===== config.mk =====
export PLATFORM = sky130hd
export DESIGN_NAME = hazard_fwd_ctrl_flat
export DESIGN_NICKNAME = d
export VERILOG_FILES = /design/src/rtl/hazard_fwd_ctrl_pkg.sv /design/src/rtl/hazard_fwd_ctrl_if.sv /design/src/rtl/hazard_src_use.sv /design/src/rtl/hazard_fwd_ctrl.sv /design/src/flat_wrapper.sv
export SDC_FILE = /design/constraint.sdc
export NUM_CORES = 1
export LEC_CHECK = 0
export ABC_AREA = 1
export CAP_MARGIN = 10
export CORE_MARGIN = 2
export CORE_UTILIZATION = 50
export CTS_BUF_LIST = sky130_fd_sc_hd__clkbuf_2
export DETAILED_ROUTE_END_ITERATION = 16
export PLACE_DENSITY = 0.82
export SLEW_MARGIN = 5
export SYNTH_ARGS = -nofsm -noshare
export SYNTH_HDL_FRONTEND = slang
export SYNTH_SLANG_ARGS = --single-unit

===== constraint.sdc =====
create_clock -name clk -period 1.57 [get_ports clk]
set_input_delay 0.2355 -clock clk [delete_from_list [all_inputs] [get_ports clk]]
set_output_delay 0.2355 -clock clk [all_outputs]
set_load 0.01 [all_outputs]

===== src/rtl/hazard_fwd_ctrl_pkg.sv =====
// Shared opcodes, forward codes and shadow-stage types for the hazard/forwarding controller.
// Used by hazard_fwd_ctrl, hazard_src_use and hazard_fwd_ctrl_if.
package hazard_fwd_ctrl_pkg;

    typedef logic [6:0] opcode_t;
    typedef logic [4:0] reg_idx_t;

    localparam opcode_t R_TYPE  = 7'b0110011;
    localparam opcode_t I_IMM   = 7'b0010011;
    localparam opcode_t I_LOAD  = 7'b0000011;
    localparam opcode_t S_TYPE  = 7'b0100011;
    localparam opcode_t B_TYPE  = 7'b1100011;
    localparam opcode_t J_JAL   = 7'b1101111;
    localparam opcode_t I_JALR  = 7'b1100111;
    localparam opcode_t U_LUI   = 7'b0110111;
    localparam opcode_t U_AUIPC = 7'b0010111;

    typedef enum logic [1:0] {
        FW_NONE  = 2'b00,
        FW_EXMEM = 2'b01,
        FW_MEMWB = 2'b10
    } fw_code_e;

    typedef struct packed {
        logic     valid;
        opcode_t  op;
        reg_idx_t rs1;
        reg_idx_t rs2;
        reg_idx_t rd;
        logic     regwrite;
        logic     isload;
    } idex_t;

    // Reduced view of a stage: only what matters for producing a result.
    typedef struct packed {
        logic     valid;
        reg_idx_t rd;
        logic     regwrite;
    } writer_t;

    // x0 is hardwired, so a writer targeting it never produces a dependency.
    function automatic logic writer_matches(writer_t w, reg_idx_t r);
        return w.valid & w.regwrite & (w.rd != 5'd0) & (w.rd == r);
    endfunction

    function automatic logic src_hit(writer_t w, logic use1, logic use2,
                                     reg_idx_t rs1, reg_idx_t rs2);
        return (use1 & writer_matches(w, rs1)) | (use2 & writer_matches(w, rs2));
    endfunction

    // EX/MEM holds the younger result, so it wins over MEM/WB.
    function automatic fw_code_e pick_fwd(logic use_src, reg_idx_t r,
                                          writer_t exmem, writer_t memwb);
        if (use_src && writer_matches(exmem, r))
            return FW_EXMEM;
        if (use_src && writer_matches(memwb, r))
            return FW_MEMWB;
        return FW_NONE;
    endfunction

endpackage


===== src/rtl/hazard_fwd_ctrl_if.sv =====
// Decode-side bus between the ID stage and the hazard/forwarding controller.
interface hazard_fwd_ctrl_if;
    import hazard_fwd_ctrl_pkg::*;

    logic     id_valid;
    opcode_t  id_op;
    reg_idx_t id_rs1;
    reg_idx_t id_rs2;
    reg_idx_t id_rd;
    logic     id_regwrite;
    logic     flush;
    logic     stall;
    logic [1:0] forwA;
    logic [1:0] forwB;

    modport master (
        output id_valid, id_op, id_rs1, id_rs2, id_rd, id_regwrite, flush,
        input  stall, forwA, forwB
    );

    modport slave (
        input  id_valid, id_op, id_rs1, id_rs2, id_rd, id_regwrite, flush,
        output stall, forwA, forwB
    );
endinterface


===== src/rtl/hazard_src_use.sv =====
// Opcode decoder: which register source fields an instruction actually reads.
module hazard_src_use
    import hazard_fwd_ctrl_pkg::*;
(
    input  opcode_t op,
    output logic    uses_rs1,
    output logic    uses_rs2
);
    assign uses_rs1 = !((op == U_LUI) || (op == U_AUIPC) || (op == J_JAL));
    assign uses_rs2 = (op == R_TYPE) || (op == S_TYPE) || (op == B_TYPE);
endmodule


===== src/rtl/hazard_fwd_ctrl.sv =====
// Hazard detection and EX operand-forwarding control for the 5-stage RV32I pipeline.
// Define HAZ_STATS_EN to build the saturating stall/forward performance counters.
module hazard_fwd_ctrl
    import hazard_fwd_ctrl_pkg::*;
#(
    parameter int CNT_W = 16
) (
    input  logic             clk,
    input  logic             rst_n,
    input  logic             isForw_ON,
    hazard_fwd_ctrl_if.slave bus,
    output logic [CNT_W-1:0] stall_cnt,
    output logic [CNT_W-1:0] fwd_cnt
);

    idex_t   idex_q;
    writer_t exmem_q;
    writer_t memwb_q;
    writer_t idex_wr;

    logic id_use1, id_use2;
    logic ex_use1, ex_use2;

    hazard_src_use u_id_use (
        .op       (bus.id_op),
        .uses_rs1 (id_use1),
        .uses_rs2 (id_use2)
    );

    hazard_src_use u_ex_use (
        .op       (idex_q.op),
        .uses_rs1 (ex_use1),
        .uses_rs2 (ex_use2)
    );

    assign idex_wr = '{valid: idex_q.valid, rd: idex_q.rd, regwrite: idex_q.regwrite};

    fw_code_e fw_a, fw_b;
    logic     load_use, interlock_hit, stall_c;

    // NOTE: every always_comb output gets a default first so no path can leave it unassigned (no latch).
    always_comb begin
        fw_a = FW_NONE;
        fw_b = FW_NONE;
        if (isForw_ON && idex_q.valid) begin
            fw_a = pick_fwd(ex_use1, idex_q.rs1, exmem_q, memwb_q);
            fw_b = pick_fwd(ex_use2, idex_q.rs2, exmem_q, memwb_q);
        end
    end

    always_comb begin
        load_use      = idex_q.isload
                      & src_hit(idex_wr, id_use1, id_use2, bus.id_rs1, bus.id_rs2);
        interlock_hit = src_hit(idex_wr, id_use1, id_use2, bus.id_rs1, bus.id_rs2)
                      | src_hit(exmem_q, id_use1, id_use2, bus.id_rs1, bus.id_rs2)
                      | src_hit(memwb_q, id_use1, id_use2, bus.id_rs1, bus.id_rs2);
        stall_c       = 1'b0;
        // A redirect squashes the ID instruction, so holding it would be pointless.
        if (bus.id_valid && !bus.flush)
            stall_c = isForw_ON ? load_use : interlock_hit;
    end

    assign bus.stall = stall_c;
    assign bus.forwA = fw_a;
    assign bus.forwB = fw_b;

    // NOTE: sequential state uses non-blocking assignments so every stage shifts on the same edge.
    always_ff @(posedge clk) begin
        if (!rst_n) begin
            idex_q  <= '0;
            exmem_q <= '0;
            memwb_q <= '0;
        end else begin
            exmem_q <= idex_wr;
            memwb_q <= exmem_q;
            if (stall_c) begin
                idex_q <= '0;
            end else begin
                idex_q <= '{valid:    bus.id_valid & ~bus.flush,
                            op:       bus.id_op,
                            rs1:      bus.id_rs1,
                            rs2:      bus.id_rs2,
                            rd:       bus.id_rd,
                            regwrite: bus.id_regwrite,
                            isload:   (bus.id_op == I_LOAD)};
            end
        end
    end

`ifdef HAZ_STATS_EN
    logic any_fwd;
    assign any_fwd = (fw_a != FW_NONE) || (fw_b != FW_NONE);

    always_ff @(posedge clk) begin
        if (!rst_n) begin
            stall_cnt <= '0;
            fwd_cnt   <= '0;
        end else begin
            if (stall_c && (stall_cnt != '1))
                stall_cnt <= stall_cnt + CNT_W'(1);
            if (any_fwd && (fwd_cnt != '1))
                fwd_cnt <= fwd_cnt + CNT_W'(1);
        end
    end
`else
    assign stall_cnt = '0;
    assign fwd_cnt   = '0;
`endif

endmodule


===== src/flat_wrapper.sv =====
// flat-port wrapper written by rule: the top's interface ports become plain ports
module hazard_fwd_ctrl_flat import hazard_fwd_ctrl_pkg::*;
#(
    parameter int CNT_W = 16
)
  (clk, rst_n, isForw_ON, stall_cnt, fwd_cnt, bus_id_valid, bus_id_op, bus_id_rs1, bus_id_rs2, bus_id_rd, bus_id_regwrite, bus_flush, bus_stall, bus_forwA, bus_forwB);
  hazard_fwd_ctrl_if bus_i ();
  input  logic clk;
  input  logic rst_n;
  input  logic isForw_ON;
  output logic [CNT_W-1:0] stall_cnt;
  output logic [CNT_W-1:0] fwd_cnt;
  input wire logic [$bits(bus_i.id_valid)-1:0] bus_id_valid;
  input wire logic [$bits(bus_i.id_op)-1:0] bus_id_op;
  input wire logic [$bits(bus_i.id_rs1)-1:0] bus_id_rs1;
  input wire logic [$bits(bus_i.id_rs2)-1:0] bus_id_rs2;
  input wire logic [$bits(bus_i.id_rd)-1:0] bus_id_rd;
  input wire logic [$bits(bus_i.id_regwrite)-1:0] bus_id_regwrite;
  input wire logic [$bits(bus_i.flush)-1:0] bus_flush;
  output wire logic [$bits(bus_i.stall)-1:0] bus_stall;
  output wire logic [$bits(bus_i.forwA)-1:0] bus_forwA;
  output wire logic [$bits(bus_i.forwB)-1:0] bus_forwB;
  assign bus_i.id_valid = bus_id_valid;
  assign bus_i.id_op = bus_id_op;
  assign bus_i.id_rs1 = bus_id_rs1;
  assign bus_i.id_rs2 = bus_id_rs2;
  assign bus_i.id_rd = bus_id_rd;
  assign bus_i.id_regwrite = bus_id_regwrite;
  assign bus_i.flush = bus_flush;
  assign bus_stall = bus_i.stall;
  assign bus_forwA = bus_i.forwA;
  assign bus_forwB = bus_i.forwB;
  hazard_fwd_ctrl #(.CNT_W(CNT_W)) u_core (.clk(clk), .rst_n(rst_n), .isForw_ON(isForw_ON), .bus(bus_i), .stall_cnt(stall_cnt), .fwd_cnt(fwd_cnt));
endmodule

Word-level counts from Yosys, hierarchy flattened
Index checks and enable logic that the tools add are counted.
{ "totals": {"regBits": 39, "input_bits": 28, "out_inout_bits": 37, "word_cells": 110} }
{ "op_classes": {"eq_ne": 23, "mux": 22, "bitwise_logic": 31, "n_reduce_logical": 21} }
{ "ops": {"columns": ["cell", "n"], "rows": [
  ["5-bit == test", 10],
  ["7-bit by 6-bit == test with 1-bit output (second input constant)", 6],
  ["7-bit == test (second input constant)", 4],
  ["1-bit AND", 24],
  ["2-bit two-way mux", 10],
  ["5-bit nonzero test", 3],
  ["7-bit by 5-bit == test with 1-bit output (second input constant)", 2],
  ["1-bit two-way mux", 12],
  ["1-bit logical OR", 8],
  ["7-bit by 2-bit == test with 1-bit output (second input constant)", 1],
  ["1-bit logical AND", 6],
  ["1-bit bitwise OR", 5],
  ["1-bit zero test", 3],
  ["1-bit inverter", 2],
  ["2-bit OR reduction", 1]
]} }

Logic depth before layout (Yosys ltp)
Gate-level depths: netlist of the first run.
{ "depth": {"word_depth": 12, "mapped_depth": 14, "mapped_depth_nobuf": 13} }

Modules after synthesis
A second synthesis of the first run with hierarchy kept.
{ "hier_totals": {"hier_cells": 390, "hier_area_um2": 2456.1} }
{ "modules_own_cells": {"columns": ["mod", "n_inst", "cells_per_inst", "area_each_um2", "seq_area_each_um2"], "rows": [
  ["hazard_fwd_ctrl", 1, 354, 2311.0, 780.7],
  ["hazard_src_use", 2, 18, 72.6, 0.0]
]} }

Worst setup path after synthesis of the first run
Ideal clock, no wire load.
{ "synth_path": {"path_type": "register -> output", "from": "register u_core.exmem_q[4] (netlist bit)", "to": "output bus_forwB[0]", "arrival_time_ns": 1.346, "required_time_ns": 1.334, "setup_slack_ns": -0.011, "path_stages_with_launch": 6, "n_path_buf": 1, "path_cell_list": "dfxtp_1 > buf_2 > or2_2 > a221oi_1 > nand2_1 > nor3_1"} }
{ "synth_via": {"elab_chain_cells": 8, "elab_cells_between_ends": 9} }
{ "synth_rtl": {"columns": ["item", "line", "text"], "rows": [
  ["from (decl)", "hazard_fwd_ctrl.sv:17", "writer_t exmem_q;"],
  ["from (signal assigned)", "hazard_fwd_ctrl.sv:74", "exmem_q <= idex_wr;"],
  ["5-bit nonzero test", "hazard_fwd_ctrl_pkg.sv:43", "return w.valid & w.regwrite & (w.rd != 5'd0) & (w.rd == r);"],
  ["1-bit AND", "hazard_fwd_ctrl_pkg.sv:43", null],
  ["1-bit AND (*)", "hazard_fwd_ctrl_pkg.sv:43", null],
  ["1-bit logical AND (*)", "hazard_fwd_ctrl_pkg.sv:54", "if (use_src && writer_matches(exmem, r))"],
  ["1-bit two-way mux (*)", "hazard_fwd_ctrl_pkg.sv:54", null],
  ["1-bit two-way mux (*)", "hazard_fwd_ctrl.sv:45", "if (isForw_ON && idex_q.valid) begin"],
  ["2-bit two-way mux (*)", "hazard_fwd_ctrl_pkg.sv:56", "if (use_src && writer_matches(memwb, r))"],
  ["2-bit two-way mux (*)", "hazard_fwd_ctrl.sv:45", null],
  ["to (decl)", "flat_wrapper.sv:22", "output wire logic [$bits(bus_i.forwB)-1:0] bus_forwB;"]
]} }
Mark *: on every way between the ends. The rest lies on a longest branch, timed or not. The select of a mux whose other input is x is not followed.

Worst setup path after layout of the first run
{ "layout_path": {"from": "register u_core.exmem_q[1] (netlist bit)", "to": "output bus_forwA[1]"} }
{ "layout_via": {"elab_chain_cells": 8, "elab_cells_between_ends": 9} }
{ "layout_rtl": {"columns": ["item", "line", "text"], "rows": [
  ["5-bit nonzero test", "hazard_fwd_ctrl_pkg.sv:43", null],
  ["1-bit AND", "hazard_fwd_ctrl_pkg.sv:43", null],
  ["1-bit AND (*)", "hazard_fwd_ctrl_pkg.sv:43", null],
  ["1-bit logical AND (*)", "hazard_fwd_ctrl_pkg.sv:54", null],
  ["1-bit two-way mux (*)", "hazard_fwd_ctrl_pkg.sv:54", null],
  ["1-bit two-way mux (*)", "hazard_fwd_ctrl.sv:45", null],
  ["2-bit two-way mux (*)", "hazard_fwd_ctrl_pkg.sv:56", null],
  ["2-bit two-way mux (*)", "hazard_fwd_ctrl.sv:45", null],
  ["to (decl)", "flat_wrapper.sv:21", "output wire logic [$bits(bus_i.forwA)-1:0] bus_forwA;"]
]} }
Marked as above.

==> results.toml, run 1 <==
[sta]
post-route-min-period_ns = 2.164
rsz0062_at_grt = "yes"
post-route-period-util = 1.379
hold-worst-slack_ns = 0.2779
setup_viol = 30
slew_violations = 0
finClkSkew_ns = 0.03677
max_clock_freq_mhz = 462.0
timing_hold_violations_final = 0
worst_slack_ns = -0.5944

[worst_hold_path]
min-delay-start = "bus_id_rs1[1]"
hold_path_class = "in -> reg"
holdPathStages = 3
holdPathEnd = "u_core.idex_q[13]"

[clock_network]
root_buffer = "clkbuf_2"
h-tree-depth = 2
clock_path_buffers = 2
clk_transition_reported_paths_ns = 0.22
cts_tree = "yes"
worstSkewPairLatency_ns = 0.45
cts_buffers = 5
ctsHoldBuffers = 0
cts.sinks = 39

[placement]
place_congestion = 1.013
pre_cts_ws_ns = -0.8934
detailed_place_hpwl_mm = 4.698
portBuffers = 32

[yosys]
synth_top_area_frac = 0.3187
async_reset_ff_frac = 0
synthDistinctLibCells = 30
yosysSeqAreaShare = 0.3187
synth-edff-count = 0
synth_warnings = 0
synth_cells = 371
synth_top_area_cell = "dfxtp_1"
ys.flop_type = "dfxtp_1"
synth_area_leaders = "dfxtp_1 32%, nand2_1 16%, buf_4 9.8%, inv_1 9.7%, nor2_2 5.4%"
ys_seq_elements = 39
syn_area_per_cell_um2 = 6.603
synth_area_um2 = 2450

[die]
start_util = 0.5187
die_h_um = 74.00
io-pin-count = 65
std_cell_rows = 25
die_w_um = 74.00
core_area_um2 = 4723
die-area_um2 = 5475

[worst_setup_path]
reg2reg_depth = 14
cp_cell_sequence = "buf_6 > buf_6 > nand2_2 > nand4_1 > nor4_2 > nand3_1 > nor3b_2 > buf_2"
rrSetupSlack_ns = -0.32
reg2reg_from = "u_core.memwb_q[1]"
crit_top_cell = "buf_6"
worstSetupEndpointType = "output port"
worstSetupPathType = "reg -> out"
cp_max_fo = 3
cpPeakStageDelay_ns = 0.41
cp_slowest_cell = "dfxtp_4"
r2r-end = "u_core.idex_q[24]"
startpoint_type = "register"
cp_data_arrival_time_ns = 1.93
required_ns = 1.33

[layout]
n_antenna_cell = 0
final_common_cell = "nand2_1"
layout-drive-gt1-share = 0.3739
fin_util = 0.7619
layout-area-overhead-vs-synth_pct = 46.88
nNetsFinal = 487
layout_common_cells = "95 x nand2_1, 54 x inv_1, 45 x buf_4, 32 x conb_1, 25 x clkdlybuf4s50_1"

[flow_run]
drv_cap = 0

[routing]
finalWirelength_mm = 8.183
top_layer_used = "met4"
drt-vias-per-instance = 5.178
wl_met3_um = 644
firstDrtPassIters = 5
ant_nets = 0
vias = 2729
met2RoutedLength_mm = 4.005
drc = 0
routedWlPerCell_um = 15.53
wl_met1_mm = 2.920
drt_iter0_drc = 214

[global_route]
track_usage = 0.2583
grt_pass1_wl_mm = 10.58
grt_start_max_net_pins = 14
overflow = 0
grt_pass1_vias = 2354
antenna_found_initial = 0

[status]
status = "finished with violations"
violations = "negative setup slack"

[power]
power_density_nw_per_um2 = 684.4
p_leak_nw = 1.856
irDropWorstVdd_mv = 0.5388
## cells in the mapped netlist, drive strengths merged (2+ instances only)
master / instances
xnor2: 6
inv: 66
nor2: 50
nand2: 107
a221oi: 3
nand4: 6
or2: 3
buf: 39
a21oi: 3
nor4: 3
nand3: 19
xor2: 13
dfxtp: 39
nor3: 5
clkbuf: 2
## how the worst max path moves through the flow
| stage | from | to | slack [ns] | depth (start not counted) |
|---|---|---|---|---|
| final | u_core.exmem_q[1] | bus_forwA[1] | -0.59 | 8 |
| after global placement | isForw_ON | bus_forwA[1] | -0.85 | 8 |
| after CTS | u_core.memwb_q[4] | bus_forwA[1] | -0.50 | 7 |
| after detailed placement | isForw_ON | bus_forwA[1] | -0.89 | 8 |
| after floorplan | u_core.exmem_q[4] | bus_forwB[0] | 0.06 | 5 |
| after global routing | u_core.exmem_q[1] | bus_forwA[1] | -0.74 | 8 |
## layer usage
metal  global-route usage  vias to the layer above
met1               0.2891                     1243
met2               0.4653                      196
met4               0.1333                        0
li1                     -                     1226
met3              0.04743                       64
met5                    0                        -
## flip-flops by register name, indices dropped and copies added (netlist names)
| name | count |
|---|---|
| u_core.idex_q | 25 |
| u_core.memwb_q | 7 |
| u_core.exmem_q | 7 |
## worst max-delay path, delay by kind of cell (launching register included)
kind	cells	cell delay [ns]
simple gates	5	0.70
flops	1	0.41
buf+inv	3	0.37
## final cells by class
type / count / area, um^2
multi-input combinational: 256 / 1514
fill: 287 / 1125
timing repair buffer: 91 / 829.5
sequential: 39 / 828.3
inverter: 66 / 250.2
tap: 67 / 83.83
clock inverter: 3 / 67.56
clock buffer: 5 / 25.02
## report_power, final
part	internal [W]	switching [W]
Sequential	0.00103	0.0000509
Clock	0.000427	0.000370
Combinational	0.000268	0.000319
## kinds of logic after synthesis
logic type             share of synthesized area
AND/OR/NAND/NOR                           0.3519
AO/OA/AOI/OAI                            0.03065
XOR/XNOR                                 0.06793
buffers and inverters                     0.2293
flip-flops                                0.3187
other                                   0.001531
## metrics by stage
| step | cells | TNS (ns) | total power, W | cell area (um^2) |
|---|---|---|---|---|
| 3_3_place_gp | 503 | -14.97 | 0.001520 | 3009 |
| 4_1_cts | 521 | -5.281 | 0.002347 | 3364 |
| 2_1_floorplan | 402 | 0 | 0.001392 | 2571 |
| 5_1_grt | 527 | -10.13 | 0.002549 | 3598 |
| 3_5_place_dp | 503 | -17.20 | 0.001532 | 3009 |
| 6_report | 527 | -8.222 | 0.002463 | 3598 |
## repair_timing
action	in CTS	in global routing
pin swaps	21	26
buffers inserted	8	10
resized for setup	75	62
cloned	2	0
endpoints found under the setup margin	30	30
No activity file was read; power rests on OpenSTA's default activity.
==> inputs of run 2 (changes only) <==
Settings changed: CORE_UTILIZATION 50 to 54, PLACE_DENSITY 0.82 to 0.88.
Clock period 1.57 ns to 2.75 ns, I/O delays scaled along.
==> run 2 against run 1 <==
Net effect:
- the flow now finishes without violations
- non-clock buffer count decreased by 55
- core utilization decreased by 13 points
- setup slack improved by 0.75 ns
- clock power decreased by 69%
- sequential power decreased by 43%
- routed wire length decreased by 36%
- first-iteration DRC count decreased by 25%
- clock skew decreased by 0.020 ns
- critical path type is now in -> out
- largest power group unchanged
==> results.toml, run 2 (synthesized netlist as in run 1, its figures left out) <==
[status]
status = "complete, no violations"

[placement]
place_congestion = 1.013
numPlacedInstances = 448
pre_cts_ws_ns = -0.007828
portBuffers = 32
detailed_place_hpwl_mm = 4.147
post_dp_cell_area_um2 = 2660

[power]
power_density_nw_per_um2 = 390.5
irDropWorstVdd_mv = 0.2626
p_leak_nw = 1.545

[clock_network]
cts.sinks = 39
clk_transition_reported_paths_ns = 0.20
cts_buffers = 5
root_buffer = "clkbuf_2"
h-tree-depth = 2
clock_path_buffers = 2
ctsHoldBuffers = 0
worstSkewPairLatency_ns = 0.40
cts_tree = "yes"

[sta]
timing_hold_violations_final = 0
finalSetupTns_ns = 0
finClkSkew_ns = 0.01643
rsz0062_at_grt = "no"
slew_violations = 0
setup_viol = 0
max_clock_freq_mhz = 385.1
post-route-period-util = 0.9443
worst_slack_ns = 0.1533
post-route-min-period_ns = 2.597

[layout]
stdcell_area_um2 = 2755
final_cells = 457
largest_reg_flops = 25
largest_register = "u_core.idex_q"
nNetsFinal = 432
fin_util = 0.6328
layout_common_cells = "105 x nand2_1, 59 x inv_1, 32 x conb_1, 31 x dfxtp_1, 29 x nor2_1"
top_regs = "u_core.idex_q x25, u_core.exmem_q x7, u_core.memwb_q x7"
layout-drive-gt1-share = 0.1457
layout-area-overhead-vs-synth_pct = 12.46
n_antenna_cell = 0
final_common_cell = "nand2_1"

[worst_hold_path]
holdPathEnd = "u_core.idex_q[12]"
min-delay-start = "bus_id_rs1[0]"
holdPathStages = 3
hold_path_class = "in -> reg"

[routing]
drt-vias-per-instance = 4.847
routedWlPerCell_um = 11.54
drc = 0
finalWirelength_mm = 5.275
ant_nets = 0
firstDrtPassIters = 4
drt_iter0_drc = 160
vias = 2215

[global_route]
grt_start_max_net_pins = 26
antenna_found_initial = 0
grt_pass1_wl_mm = 8.769
track_usage = 0.2193
overflow = 0
grt_pass1_vias = 1954

[die]
die_h_um = 71.36
io-pin-count = 65
core_area_um2 = 4354
std_cell_rows = 24
die_w_um = 71.36
die-area_um2 = 5092
start_util = 0.5626

[worst_setup_path]
reg2reg_from = "u_core.exmem_q[3]"
reg2reg_depth = 10
crit_buf_inv = 2
startpoint_type = "input pin"
cp_slowest_cell = "clkdlybuf4s50_1"
worstSetupPathType = "in -> out"
rrSetupSlack_ns = 0.84
cp_cell_sequence = "clkdlybuf4s50_1 > nand2_1 > a21oi_1 > o2111ai_1 > nor4_1 > nand2_1 > nor3b_1 > dlygate4sd2_1"
cp_max_fo = 2
crit_family = "buffers and inverters"
r2r-end = "u_core.idex_q[18]"
required_ns = 2.34
worstSetupEndpointType = "output port"
crit_top_cell = "nand2_1"
cpPeakStageDelay_ns = 0.48
cp_data_arrival_time_ns = 2.18

[flow_run]
drv_cap = 0
## run 2: changes by cell type in the layout (fill, tap and decap cells not counted), moves of 10 or more
cell / delta
nand2_1: +10
nor2_4: -15
dfxtp_4: -10
dfxtp_1: +10
buf_4: -41
nand2_2: -10
buf_6: -11
## run 2: report_power, final
| group | total, W | leakage (nW) | switching, W | internal, W |
|---|---|---|---|---|
| sequential | 0.000619 | 0.326 | 0.0000271 | 0.000592 |
| clock | 0.000244 | 0.0325 | 0.000186 | 0.0000582 |
| combinational | 0.000213 | 1.19 | 0.000124 | 0.0000893 |
| total | 0.00108 | 1.54 | 0.000336 | 0.000739 |
## run 2: cell type report
cell class              count  area [um^2]
fillers                   383         1599
multi-input cells         256         1250
flip-flops and latches     39        790.8
repair buffers             36        361.6
inverters                  66        247.7
well taps                  52        65.06
clock buffers               5        25.02
clock inverters             3        15.01
## run 2: how the worst max path moves through the flow
stage,startpoint,end,slack (ns),depth (start not counted)
final,isForw_ON,bus_forwA[1],0.15,8
after global routing,u_core.exmem_q[3],bus_forwB[0],0.00005,5
after CTS,bus_id_rs2[2],bus_stall,0.008,13
after detailed placement,isForw_ON,bus_forwA[1],-0.008,8
after global placement,isForw_ON,bus_forwA[1],-0.01,8
after floorplan,u_core.exmem_q[4],bus_forwB[0],0.99,5
## run 2: stage by stage
stage / power (W) / hold slack, ns
after floorplan: 0.0007948 / 0.4071
after global placement: 0.0008264 / 0.4157
after detailed placement: 0.0008339 / 0.4236
after CTS: 0.001071 / 0.4449
after global routing: 0.001137 / 0.3161
final: 0.001076 / 0.3263
## run 2: repair_timing
action	CTS	global route
setup buffers	0	1
pin swaps	1	3
endpoints found under the setup margin	2	5
resized for setup	2	21
## run 2: tightest hold or removal path, delay by kind of cell
kind,cells,cell delay [ns]
buf+inv,2,0.27
simple gates,1,0.04
## run 2: layer usage
layer,GRT usage,vias to the layer above,wire (um)
li1,-,1111,-
met1,0.2707,972,2123
met2,0.3724,116,2562
met3,0.04782,16,459
met4,0.08595,0,129
met5,0,-,0
